<file path="config.mk">
export PLATFORM = sky130hd
export DESIGN_NAME = mul_share_arbiter
export DESIGN_NICKNAME = d
export VERILOG_FILES = /design/src/rtl/mul_pkg.sv /design/src/rtl/mul8x8.sv /design/src/rtl/rr_arbiter.sv /design/src/rtl/mul_share_arbiter.sv
export SDC_FILE = /design/constraint.sdc
export NUM_CORES = 1
export LEC_CHECK = 0
export ABC_AREA = 1
export CAP_MARGIN = 0
export CORE_UTILIZATION = 23
export CTS_CLUSTER_SIZE = 24
export DETAILED_ROUTE_END_ITERATION = 6
export PLACE_DENSITY_LB_ADDON = 0.3
export SLEW_MARGIN = 5
export SYNTH_ARGS = -nofsm -noshare
export SYNTH_HDL_FRONTEND = slang
export SYNTH_SLANG_ARGS = --single-unit
</file>
<file path="constraint.sdc">
create_clock -name clk -period 6 [get_ports clk]
set_clock_uncertainty 0.05 [all_clocks]
set_input_delay 0.9 -clock clk [delete_from_list [all_inputs] [get_ports clk]]
set_output_delay 0.9 -clock clk [all_outputs]
set_load 0.005 [all_outputs]
</file>
<file path="src/rtl/mul_pkg.sv">
// rtl/mul_pkg.sv - shared widths and operand record for the shared multiplier
package mul_pkg;

  localparam int MUL_OP_W   = 8;
  localparam int MUL_PROD_W = 16;
  // Wide enough for the largest legal requester count (8).
  localparam int MUL_ID_W   = 3;

  typedef struct packed {
    logic [MUL_OP_W-1:0] a;
    logic [MUL_OP_W-1:0] b;
    logic [MUL_ID_W-1:0] id;
  } mul_op_t;

endpackage

</file>
<file path="src/rtl/mul8x8.sv">
// rtl/mul8x8.sv - combinational 8x8 unsigned multiplier
module mul8x8
  import mul_pkg::*;
(
  input  logic [MUL_OP_W-1:0]   a,
  input  logic [MUL_OP_W-1:0]   b,
  output logic [MUL_PROD_W-1:0] p
);

  // Zero-extend both operands so the full 16-bit product is kept.
  assign p = {{(MUL_PROD_W-MUL_OP_W){1'b0}}, a} * {{(MUL_PROD_W-MUL_OP_W){1'b0}}, b};

endmodule

</file>
<file path="src/rtl/rr_arbiter.sv">
// rtl/rr_arbiter.sv - combinational round-robin grant, search starts after ptr
module rr_arbiter #(
  parameter int NUM_REQ = 4,
  parameter int ID_W    = $clog2(NUM_REQ)
) (
  input  logic [NUM_REQ-1:0] req,
  input  logic [ID_W-1:0]    ptr,
  input  logic               en,
  output logic [NUM_REQ-1:0] grant,
  output logic [ID_W-1:0]    grant_id,
  output logic               grant_valid
);

  // First requester found scanning ptr+1, ptr+2, ... modulo NUM_REQ wins.
  always_comb begin
    grant       = '0;
    grant_id    = '0;
    grant_valid = 1'b0;
    for (int k = 1; k <= NUM_REQ; k++) begin
      logic [ID_W-1:0] cand;
      cand = ID_W'((int'(ptr) + k) % NUM_REQ);
      if (en && !grant_valid && req[cand]) begin
        grant_valid = 1'b1;
        grant_id    = cand;
        grant[cand] = 1'b1;
      end
    end
  end

endmodule

</file>
<file path="src/rtl/mul_share_arbiter.sv">
// rtl/mul_share_arbiter.sv - round-robin sharing of one 8x8 multiplier, two-stage pipeline
module mul_share_arbiter
  import mul_pkg::*;
#(
  parameter int NUM_REQ = 4,
  parameter int ID_W    = $clog2(NUM_REQ)
) (
  input  logic                         clk,
  input  logic                         rst_n,
  input  logic [NUM_REQ-1:0]           req_valid,
  output logic [NUM_REQ-1:0]           req_ready,
  input  logic [NUM_REQ*MUL_OP_W-1:0]  req_a,
  input  logic [NUM_REQ*MUL_OP_W-1:0]  req_b,
  output logic                         rsp_valid,
  input  logic                         rsp_ready,
  output logic [ID_W-1:0]              rsp_id,
  output logic [MUL_PROD_W-1:0]        rsp_product,
  output logic                         busy
);

  logic                  s1_v;
  mul_op_t               s1;
  logic                  s2_v;
  logic [MUL_PROD_W-1:0] s2_p;
  logic [MUL_ID_W-1:0]   s2_id;
  logic [ID_W-1:0]       ptr;

  logic                  s2_free;
  logic                  s1_free;
  logic                  arb_en;
  logic [NUM_REQ-1:0]    grant;
  logic [ID_W-1:0]       grant_id;
  logic                  grant_valid;
  logic [MUL_OP_W-1:0]   sel_a;
  logic [MUL_OP_W-1:0]   sel_b;
  logic [MUL_PROD_W-1:0] prod;
  logic                  unused_id_bits;

  assign s2_free = !s2_v || rsp_ready;
  assign s1_free = !s1_v || s2_free;
  // Gating with rst_n keeps req_ready low for the whole time reset is held.
  assign arb_en  = s1_free && rst_n;

  rr_arbiter #(
    .NUM_REQ (NUM_REQ),
    .ID_W    (ID_W)
  ) u_arb (
    .req         (req_valid),
    .ptr         (ptr),
    .en          (arb_en),
    .grant       (grant),
    .grant_id    (grant_id),
    .grant_valid (grant_valid)
  );

  assign req_ready = grant;

  // Operand select for the granted requester; only feeds S1, never an output.
  always_comb begin
    sel_a = req_a[int'(grant_id)*MUL_OP_W +: MUL_OP_W];
    sel_b = req_b[int'(grant_id)*MUL_OP_W +: MUL_OP_W];
  end

  mul8x8 u_mul (
    .a (s1.a),
    .b (s1.b),
    .p (prod)
  );

  // S1 operand register and round-robin pointer.
  always_ff @(posedge clk or negedge rst_n) begin
    if (!rst_n) begin
      s1_v <= 1'b0;
      s1   <= '0;
      ptr  <= ID_W'(NUM_REQ - 1);
    end else if (s1_free) begin
      s1_v <= grant_valid;
      if (grant_valid) begin
        s1.a  <= sel_a;
        s1.b  <= sel_b;
        s1.id <= MUL_ID_W'(grant_id);
        ptr   <= grant_id;
      end
    end
  end

  // S2 product register, advances whenever the response slot is free.
  always_ff @(posedge clk or negedge rst_n) begin
    if (!rst_n) begin
      s2_v  <= 1'b0;
      s2_p  <= '0;
      s2_id <= '0;
    end else if (s2_free) begin
      s2_v  <= s1_v;
      s2_p  <= prod;
      s2_id <= s1.id;
    end
  end

  assign rsp_valid      = s2_v;
  assign rsp_product    = s2_p;
  assign rsp_id         = s2_id[ID_W-1:0];
  assign busy           = s1_v || s2_v;
  assign unused_id_bits = ^s2_id;

endmodule
</file>
# After elaboration in Yosys (flattened, before gate mapping)
# Cells that the tools add are included.
# W data, S select, Z words.
# word_totals
ff_bits	40
latch_bits	0
mem_bits_rw	0
rom_bits	0
inputBits	71
output_inout_bits	24
elab_cells	75
memories	0
# classes
add_sub_neg	4
multipliers	1
n_div	0
n_lt_le_gt_ge	8
n_eq_ne	0
shift	2
muxes	28
n_bitwise	3
reduce_logical	21
# ops
operator	n
$shiftx A32 B6 Y8	2
$mul A8 B8 Y16	1
$mux W4	4
$logic_and A1 B1 Y1	12
$lt A2 B3 Y1 const B	4
$mux W1	12
$or A4 B4 Y4	3
$bmux W1 S2	4
$demux W1 S2	4
$ge A2 B1 Y1 const B	4
$mux W2	4
$logic_not A1 Y1	5
$add A2 B1 Y2 const B	2
$add A2 B2 Y2 const B	2
$logic_or A1 B1 Y1	3
$reduce_and A2 Y1	1

# Logic depth before layout (Yosys ltp)
# logic_depth
depth_word	19
ltp_mapped	23
depth_no_buf	22

# Modules after synthesis
# From an unflattened synthesis, not the netlist that was laid out.
# unflattened
cells_unflattened	824
area_unflattened_um2	5355.1
# by_module_without_submodules
module	instances	cells_per_inst	area_per_inst_um2	seq_area_each_um2
mul8x8	1	375	2396.0	0.0
mul_share_arbiter	1	356	2389.8	1003.5
rr_arbiter	1	93	569.3	0.0

# Worst setup path before layout
# No wires, ideal clock.
# synth_timing
path_type	reg2reg
startpoint	register, netlist name s1[11]
endpoint	register s2_p[12] (netlist: rsp_product[12])
setup_time_ns	0.118
arrival_time_ns	4.091
path_slack_ns	1.742
path_stages_with_launch	18
path_buffers	1
synth_period_minus_slack_ns	4.258
cell_sequence	dfrtp_1 clkbuf_1 nand2_1 fa_1 fa_1 inv_1 fa_1 inv_1 fa_1 inv_1 ha_1 a21oi_1 o21ai_0 a21oi_1 o21bai_1 or2_2 nand3_1 nand2_1
# synth_between
elab_chain_cells	1
# synth_lines
element	line	text
$mul A8 B8 Y16	mul8x8.sv:11	assign p = {{(MUL_PROD_W-MUL_OP_W){1'b0}}, a} * {{(MUL_PROD_W-MUL_OP_W){1'b0}}, b};
end signal: assignment	mul_share_arbiter.sv:95	s2_p <= prod;
end: declaration	mul_share_arbiter.sv:24	logic [MUL_PROD_W-1:0] s2_p;
# Every way passes these cells.
# A chain may end at the register's enable or synchronous reset.

# Final worst setup path
# layout_timing
startpoint	register, netlist name s1[11]
endpoint	register s2_p[12] (netlist: rsp_product[12])
# layout_between
elab_chain_cells	1
# layout_lines
element	line
$mul A8 B8 Y16	mul8x8.sv:11
# Every way passes these cells.

==> metrics <==
status=complete, no violations; FP Rows=54; initial antenna violation count=0; Synth Cell Area=around 5000 µm²; Placed Cells incl. Taps=around 1100; largest net degree at the start of global routing=just over 40; DIE WIDTH=roughly 150 µm; Synth top cells by count=nand2_1, inv_1, nand3_1; clock latency on the worst-skew pair=between 0.2 and 0.3 ns; Sink Count=40; Pins Over Slew Limit=0; core box area=roughly 22000 µm²; RSZ-0062 raised after global routing=no; fin crit period=approximately 4.4 ns; CTS max path bufs=2; Post-CTS Setup Inserts=0; Worst-path clk slew=roughly 0.060 ns; Yosys cell types=36; layout cell share with drive strength beyond 1=between 5 and 6%; number of fill cells=about 2400; CP max FO=9; vias in the first global route=approximately 4400; synth warn=0; I/O Buffers=94; synth top area cells=dfrtp_1, nand2_1, fa_1; Resize count post-CTS=0; top_reg_cell synth=dfrtp_1; final setup violating endpoints=0; Routed Antenna Nets=0; Starting Density=23.3%; Post-route DRC=0; Tcrit/Tclk final=73.3%; wire per inst=between 10 and 15 µm; Total Nets Final=~970; CTS buffer count=5; total global routing track utilization=around an eighth; FMAX=roughly 0.23 GHz; CTS tree=yes; Crit. End Element=flop; quantity of hold-fixing buffers added after cts=0; Via density=4.10; first drt pass iteration count=4; via count=4495; syn_nets=896; FF+latch count, synth=40; critical path class=flop to flop; EDFF count, synth=0; drt first-iter violations=162; most common cell in the netlist=nand2_1; Area growth syn-to-layout=25.9%; gp weighted congestion=slightly above 0.8; global route overflow=0; die area=approximately 23000 µm²; max cap viols=0; Cells after Synth=745; syn avg cell area=6.82 µm²; Seq. cell area=between 1000 and 1500 µm²; Setup TNS=0 ns; area taken by multi-input logic gates=around 3200 µm²; type of the worst min-delay path=flop to flop; share of the synthesized area in the top cell type=between 10% and 20%; root buffer cell=clkbuf_16; relative slew slack=roughly two fifths; non-filler cells, final=approximately 1100; antenna diode count=0; Worst Max-Slew Pin Slew=just under 0.9 ns; Die H=between 150 and 200 µm; Seq/Total Area, Yosys=around a fifth; Routed WL=roughly 13000 µm; final hold vios=0; Top Ports=95; CP arrival=4.52 ns; depth of the CTS H-tree=2; Layout Utilization=approximately 29%; HPWL after DPL=approximately 10000 µm; CP Launch Type=flop; most area-hungry cell type in the Yosys netlist=dfrtp_1; ys async rst share=between 90% and 100%; first-pass GRT wire length=roughly 21000 µm; Worst EP required=6.13 ns
## cells by family after synthesis
kind of cell    count (synthesis)  synth area share, %
simple gates                  353                 31.5
buf+inv                       223                 17.6
fa+ha+maj                      80                 25.0
compound gates                 43                 5.10
flops                          40                 19.8
xor+xnor                        6                 1.03
## layout make-up
class                      instances  share of cell area [%]
multi-input combinational        482                    49.8
sequential                        40                    15.7
timing repair buffer              98                    15.1
inverter                         189                    11.2
tap                              280                    5.48
clock buffer                       6                    2.17
clock inverter                     2                   0.607
## placed cells by master, fill, tap and decap left out, drive strengths merged, types with 5 or more instances in the layout
master           n
a21oi           11
buf              5
clkbuf           6
clkdlybuf4s50   93
dfrtp           38
fa              36
ha              44
inv            189
nand2          226
nand3          103
nor2            17
o21ai           21
xor2             5
## state kept, by name, indices dropped and copies added (netlist names)
signal	count
ptr	2
s1	18
s1_v	1
rsp_product	16
s2_id	2
rsp_valid	1
## layer usage
metal / GRT usage [%] / wire length, µm / vias up / share of wire, %
met5: 0 / 0 / - / 0
met4: 2.40 / 100 / 0 / 0.79
met3: 2.55 / 696 / 8 / 5.5
met2: 17.6 / 5170 / 106 / 41
met1: 16.9 / 6660 / 2006 / 53
li1: - / - / 2375 / -
## worst max-delay path, cell delays in order (launching register included)
cell	delay, ns
dfrtp_1	0.50
nand2_1	0.12
fa_1	0.52
fa_1	0.55
inv_1	0.05
fa_1	0.53
inv_1	0.05
fa_1	0.53
inv_1	0.04
ha_1	0.34
a21oi_1	0.19
o21ai_0	0.12
a21oi_1	0.20
o21bai_1	0.10
or2_2	0.27
nand3_1	0.07
nand2_1	0.05
## per-stage QoR
stage | setup slack, ns | instance area [µm²] | hold slack (ns)
floorplan | 1.74 | 5080 | 0.392
CTS | 1.57 | 6390 | 0.420
detailed placement | 1.60 | 6220 | 0.403
global route | 1.28 | 6390 | 0.447
finish | 1.60 | 6390 | 0.417
global placement | 1.64 | 6220 | 0.405
## final timing paths
kind / start / to / slack [ns] / cells after the start
worst min-delay path: s1[1] / s2_id[1] / 0.42 / 2
worst max register to register: s1[11] / rsp_product[12] / 1.60 / 16
worst min register to register: s1[1] / s2_id[1] / 0.42 / 2
max in group asynchronous: rst_n / ptr[1] / 4.86 / 2
worst max-delay path: s1[11] / rsp_product[12] / 1.60 / 16
min in group asynchronous: rst_n / rsp_valid / 0.67 / 2
Power is left out: the tool's default activity adds up to more than one toggle a clock period on the data nets, which glitch-free logic cannot reach.
